$ cat config.mk
export PLATFORM = sky130hd
export DESIGN_NAME = sauria_cfg_axil_master
export DESIGN_NICKNAME = d
export VERILOG_FILES = /design/src/rtl/sauria_cfg_axil_master.sv
export SDC_FILE = /design/constraint.sdc
export NUM_CORES = 1
export LEC_CHECK = 0
export BUFFER_PORTS_ARGS = -buffer_cell sky130_fd_sc_hd__buf_2
export CAP_MARGIN = 10
export CORE_ASPECT_RATIO = 0.75
export CORE_UTILIZATION = 25
export DETAILED_ROUTE_END_ITERATION = 10
export GPL_TIMING_DRIVEN = 0
export HOLD_SLACK_MARGIN = 0.1
export MAX_ROUTING_LAYER = met4
export SLEW_MARGIN = 20
export SYNTH_ARGS = -nofsm -noshare
export SYNTH_HDL_FRONTEND = slang
export SYNTH_SLANG_ARGS = --single-unit
$ cat constraint.sdc
create_clock -name i_clk -period 2 [get_ports i_clk]
set_input_delay 0.2 -clock i_clk [delete_from_list [all_inputs] [get_ports i_clk]]
set_output_delay 0.2 -clock i_clk [all_outputs]
set_load 0.005 [all_outputs]
$ cat src/rtl/sauria_cfg_axil_master.sv
// AXI4-Lite initiator for the SAURIA configuration port.
// Turns a command stream into single AXI4-Lite reads and writes and returns one response per command.
// Only one transaction is in flight at a time.
// A wait timeout on B/R reports a hung slave, and the block then stays parked until reset.
module sauria_cfg_axil_master #(
    parameter int unsigned ADDR_W      = 32,
    parameter int unsigned DATA_W      = 32,
    parameter int unsigned TIMEOUT_CYC = 1024,
    localparam int unsigned STRB_W     = DATA_W / 8
) (
    input  logic              i_clk,
    input  logic              i_rstn,
    // command / response stream
    input  logic              i_cmd_valid,
    output logic              o_cmd_ready,
    input  logic              i_cmd_we,
    input  logic [ADDR_W-1:0] i_cmd_addr,
    input  logic [DATA_W-1:0] i_cmd_wdata,
    input  logic [STRB_W-1:0] i_cmd_wstrb,
    output logic              o_rsp_valid,
    input  logic              i_rsp_ready,
    output logic [DATA_W-1:0] o_rsp_rdata,
    output logic [1:0]        o_rsp_resp,
    output logic              o_rsp_timeout,
    output logic              o_busy,
    // AXI4-Lite write address / data / response
    output logic              o_awvalid,
    output logic [ADDR_W-1:0] o_awaddr,
    input  logic              i_awready,
    output logic              o_wvalid,
    output logic [DATA_W-1:0] o_wdata,
    output logic [STRB_W-1:0] o_wstrb,
    input  logic              i_wready,
    input  logic              i_bvalid,
    input  logic [1:0]        i_bresp,
    output logic              o_bready,
    // AXI4-Lite read address / data
    output logic              o_arvalid,
    output logic [ADDR_W-1:0] o_araddr,
    input  logic              i_arready,
    input  logic              i_rvalid,
    input  logic [DATA_W-1:0] i_rdata,
    input  logic [1:0]        i_rresp,
    output logic              o_rready
);

    typedef enum logic [2:0] {
        S_IDLE,
        S_WADDR,
        S_WRESP,
        S_RADDR,
        S_RDATA,
        S_RSP,
        S_HUNG
    } state_t;

    // The timeout counter only has to reach TIMEOUT_CYC-1; a zero setting disables it.
    localparam int unsigned TMO_LAST = (TIMEOUT_CYC == 0) ? 0 : TIMEOUT_CYC - 1;
    localparam int unsigned CNT_W    = (TMO_LAST > 0) ? $clog2(TMO_LAST + 1) : 1;
    localparam logic [1:0]  RESP_SLVERR = 2'b10;

    state_t              state, state_next;
    logic                init_done;
    logic [ADDR_W-1:0]   addr_q;
    logic [DATA_W-1:0]   wdata_q;
    logic [STRB_W-1:0]   wstrb_q;
    logic                aw_pend;
    logic                w_pend;
    logic [CNT_W-1:0]    tmo_cnt;
    logic                tmo_hit;
    logic                cmd_fire;
    logic                aw_done;
    logic                w_done;
    logic [DATA_W-1:0]   rsp_rdata_q;
    logic [1:0]          rsp_resp_q;
    logic                rsp_timeout_q;

    // cmd_ready stays low until the first clock after reset so nothing is accepted while reset is applied.
    assign cmd_fire = i_cmd_valid && (state == S_IDLE) && init_done;
    // The write address phase is done once each channel has handshaken, now or earlier.
    assign aw_done  = !aw_pend || i_awready;
    assign w_done   = !w_pend  || i_wready;
    assign tmo_hit  = (TIMEOUT_CYC != 0) && (tmo_cnt == CNT_W'(TMO_LAST));

    // State register; an asynchronous reset abandons any in-flight command.
    // NOTE: every clocked process uses non-blocking assignments so all registers update from pre-edge values.
    always_ff @(posedge i_clk or negedge i_rstn) begin
        if (!i_rstn) begin
            state <= S_IDLE;
        end else begin
            state <= state_next;
        end
    end

    // Next-state decode; a response arriving on the expiry cycle takes priority over the timeout.
    // NOTE: state_next is defaulted first so that no path through the case can infer a latch.
    always_comb begin
        state_next = state;
        unique case (state)
            S_IDLE:  if (cmd_fire) state_next = i_cmd_we ? S_WADDR : S_RADDR;
            S_WADDR: if (aw_done && w_done) state_next = S_WRESP;
            S_WRESP: if (i_bvalid || tmo_hit) state_next = S_RSP;
            S_RADDR: if (i_arready) state_next = S_RDATA;
            S_RDATA: if (i_rvalid || tmo_hit) state_next = S_RSP;
            S_RSP:   if (i_rsp_ready) state_next = rsp_timeout_q ? S_HUNG : S_IDLE;
            S_HUNG:  state_next = S_HUNG;
            default: state_next = S_IDLE;
        endcase
    end

    // Outputs decoded from the registered state and datapath registers only, never from slave inputs.
    always_comb begin
        o_cmd_ready   = (state == S_IDLE) && init_done;
        o_busy        = (state != S_IDLE);
        o_awvalid     = aw_pend;
        o_wvalid      = w_pend;
        o_awaddr      = addr_q;
        o_wdata       = wdata_q;
        o_wstrb       = wstrb_q;
        o_bready      = (state == S_WRESP);
        o_arvalid     = (state == S_RADDR);
        o_araddr      = addr_q;
        o_rready      = (state == S_RDATA);
        o_rsp_valid   = (state == S_RSP);
        o_rsp_rdata   = rsp_rdata_q;
        o_rsp_resp    = rsp_resp_q;
        o_rsp_timeout = rsp_timeout_q;
    end

    // Command capture, per-channel handshake tracking, timeout counting and response capture.
    always_ff @(posedge i_clk or negedge i_rstn) begin
        if (!i_rstn) begin
            init_done     <= 1'b0;
            addr_q        <= '0;
            wdata_q       <= '0;
            wstrb_q       <= '0;
            aw_pend       <= 1'b0;
            w_pend        <= 1'b0;
            tmo_cnt       <= '0;
            rsp_rdata_q   <= '0;
            rsp_resp_q    <= 2'b00;
            rsp_timeout_q <= 1'b0;
        end else begin
            init_done <= 1'b1;

            // The counter runs only while waiting for B or R, so entering either state starts it at 0.
            if ((TIMEOUT_CYC != 0) && ((state == S_WRESP) || (state == S_RDATA))) begin
                tmo_cnt <= tmo_cnt + CNT_W'(1);
            end else begin
                tmo_cnt <= '0;
            end

            unique case (state)
                S_IDLE: begin
                    if (cmd_fire) begin
                        addr_q  <= i_cmd_addr;
                        aw_pend <= i_cmd_we;
                        w_pend  <= i_cmd_we;
                        if (i_cmd_we) begin
                            wdata_q <= i_cmd_wdata;
                            wstrb_q <= i_cmd_wstrb;
                        end
                    end
                end
                S_WADDR: begin
                    if (i_awready) aw_pend <= 1'b0;
                    if (i_wready)  w_pend  <= 1'b0;
                end
                S_WRESP: begin
                    if (i_bvalid) begin
                        rsp_rdata_q   <= '0;
                        rsp_resp_q    <= i_bresp;
                        rsp_timeout_q <= 1'b0;
                    end else if (tmo_hit) begin
                        rsp_rdata_q   <= '0;
                        rsp_resp_q    <= RESP_SLVERR;
                        rsp_timeout_q <= 1'b1;
                    end
                end
                S_RDATA: begin
                    if (i_rvalid) begin
                        rsp_rdata_q   <= i_rdata;
                        rsp_resp_q    <= i_rresp;
                        rsp_timeout_q <= 1'b0;
                    end else if (tmo_hit) begin
                        rsp_rdata_q   <= '0;
                        rsp_resp_q    <= RESP_SLVERR;
                        rsp_timeout_q <= 1'b1;
                    end
                end
                default: ;
            endcase
        end
    end

endmodule

==> flow_metrics.tcl <==
set metrics [dict create \
    netlist_instances 370 \
    crit_slowest_cell "or3_4" \
    combPwrFrac_pct 36.7 \
    initial_utilization_pct 25.6 \
    leakagePower_nw 4.28 \
    layout.nets 863 \
    clockBufferDepth 2 \
    drive_gt1_share_pct 49.9 \
    cts_tree "built" \
    coreArea_um2 19500 \
    clock_sinks 119 \
    area_growth_pct 66.0 \
    cts_setup_buffers 0 \
    row_count 44 \
    stdcell_count 1014 \
    final_area_um2 8300 \
    vias_per_cell 4.24 \
    synth_nets 485 \
    antenna_left 0 \
    cellPowerDensity_nw_per_um2 1390 \
    wl_per_cell_um 13.8 \
    cp_top_family "simple AND/OR/NAND/NOR gates" \
    clock_latency_ns 0.41 \
    syn_area_um2 5000 \
    final_common_cell "buf_2" \
    violations "design-rule violations" \
    gp_congestion 0.750 \
    p_int_mw 8.02 \
    ios 257 \
    hpwl_um 9450 \
    synth_edf_count 0 \
    fp.dieW_um 165 \
    root_buffer "clkbuf_16" \
    nFillCells 1821 \
    required_ns 2.29 \
    finalSetupViolations 0 \
    grt_max_degree 77 \
    clockPowerShare_pct 27.9 \
    critical_path.cell_chain "or3_4, nor2_8, buf_2, mux2_2" \
    crit_fanout 10 \
    fin_ws_ns 0.127 \
    vias 4301 \
    clkSlewWorstSetupHoldPaths_ns 0.05 \
    multi_input_area_um2 1670 \
    worstSetupPathType "reg2reg" \
    finalClockSkew_ns 0.00880 \
    hold_class "in2reg" \
    dp.cells 880 \
    die_h_um 124 \
    dieArea_um2 20600 \
    outcome "complete, but fails checks" \
    synth.distinct_cells 44 \
    crit_path_end_kind "register" \
    power_frac_seq_pct 35.3 \
    cp_slowest_stage_delay_ns 0.44 \
    placed_area_um2 6630 \
    numPortBuffers 256 \
    drc 45 \
    slew_viol_final 0 \
    worstSetupStartpointType "register" \
    ys_ff_latch 119 \
    setup_tns_ns 0 \
    ys_seq_area_share_pct 59.6 \
    vdd_drop_max_v 0.000530 \
    fmax_mhz 534 \
    switchingPower_mw 3.50 \
    avgSynthCellArea_um2 13.5 \
    grt_pass1_vias 4399 \
    worstPathArrival_ns 2.16 \
    crit_buf_inv 1 \
    dr.first_iter.drc_count 208 \
    max_cap_viol_count 0 \
    grt.overflow.total 0 \
    yosysWarnings 0 \
    grt_usage_pct 14.3 \
    synth_ff_type "dfrtp_1" \
    synth_area_leaders "dfrtp_1 60%, mux2_2 8.6%, mux2_1 6.8%" \
    swShare_pct 30.4 \
    h-tree-depth 4 \
    async_reset_ff_share_pct 100 \
    final_cell_mix "265 x buf_2, 119 x dfrtp_1, 102 x dlygate4sd3_1" \
    hold_viol 0 \
    grt_pass1_wl_um 22100 \
    synth_largest_area_cell "dfrtp_1" \
    antenna_cells 0 \
    firstDrtPassIters 7 \
    post-route-period-util_pct 93.7 \
    seq_area_um2 2980 \
    grt_antenna_before_repair 0 \
    routed_wl_um 14000 \
    numCtsBuffers 17 \
    synth_top_area_share_pct 59.6 \
    period_needed_ns 1.87 \
    rsz0062_at_grt "no" \
    dpl_worst_slack_ns -0.107 \
]
## what timing repair did
| item | CTS | global route |
|---|---|---|
| resized for setup | 1 | 8 |
| hold endpoints to repair | 145 | 0 |
| cloned | 0 | 0 |
| setup endpoints to repair | 30 | 33 |
| hold buffers | 102 | 0 |
## cells in the mapped netlist, drive strengths merged, types with 2 or more instances
cell type    n
xor2         3
and3b        2
a21oi        7
a22o        34
o21ai        4
nor2        20
mux2        68
o211ai       2
o31ai        2
and2         2
clkbuf       4
nand2b       2
nor3         3
nand4        4
nor3b        6
xnor2        5
a21o         3
buf         45
dfrtp      119
nand2        7
nand3        2
and3         2
nand3b       2
inv          9
## final cells by class
type / instances / share of cell area (%)
plain buffers: 49 / 4.12
clock buffers: 20 / 5.38
clock inverters: 12 / 2.11
inverters: 9 / 0.407
multi-input cells: 193 / 20.1
flip-flops and latches: 119 / 35.9
well taps: 253 / 3.82
repair buffers: 359 / 28.2
## stage by stage
stage,util (%),hold slack (ns),power [mW]
4_1_cts,42.5,0.126,11.6
6_report,42.6,0.144,11.5
3_5_place_dp,34.0,0.154,8.14
3_3_place_gp,33.8,0.411,8.08
2_1_floorplan,-,-0.0956,6.20
5_1_grt,42.6,0.141,12.3
## power by group through the flow
stage	Sequential [mW]	Clock (mW)	Combinational [mW]
4_1_cts	4.07	3.31	4.21
5_1_grt	4.22	3.42	4.70
6_report	4.07	3.22	4.23
3_3_place_gp	4.07	0	4.01
3_5_place_dp	4.08	0	4.07
2_1_floorplan	4.13	0	2.07
## routing by layer
layer / wire length [um] / track usage, %
met1: 5810 / 16.3
met2: 6900 / 23.8
met3: 1060 / 4.26
met4: 237 / 4.59
met5: 0 / -
## path summary, 6_finish.rpt
| check | startpoint | end | slack, ns | depth (start not counted) |
|---|---|---|---|---|
| setup / recovery | state[0] | o_araddr[7] | 0.13 | 4 |
| hold / removal | i_arready | state[0] | 0.14 | 3 |
| setup reg to reg | state[0] | o_araddr[7] | 0.13 | 4 |
| hold reg to reg | o_rsp_resp[0] | o_rsp_resp[0] | 0.48 | 1 |
| max in group asynchronous | i_rstn | tmo_cnt[4] | 0.97 | 3 |
| min in group asynchronous | i_rstn | o_araddr[12] | 0.28 | 2 |
## cells by family after synthesis
family / synth area share (%)
multiplexers: 15.3
buffers and inverters: 7.46
XOR/XNOR: 1.40
other: 0.0750
flip-flops: 59.6
adder cells (fa/ha/maj): 0.250
AO/OA/AOI/OAI: 9.46
AND/OR/NAND/NOR: 6.43
## worst reg2reg max path: cells and delay by family, from the launching register on
family | cells | cell delay (ns)
simple gates | 2 | 0.68
flops | 1 | 0.42
mux | 1 | 0.37
buf+inv | 1 | 0.29
## sequential cells by signal (all words and copies together) (netlist names)
signal	flops
o_araddr	32
o_rsp_rdata	32
o_wdata	32
tmo_cnt	10
o_wstrb	4
state	3
o_rsp_resp	2
init_done	1
o_awvalid	1
o_rsp_timeout	1
o_wvalid	1
Note: power is estimated with default switching activity, not from simulation.
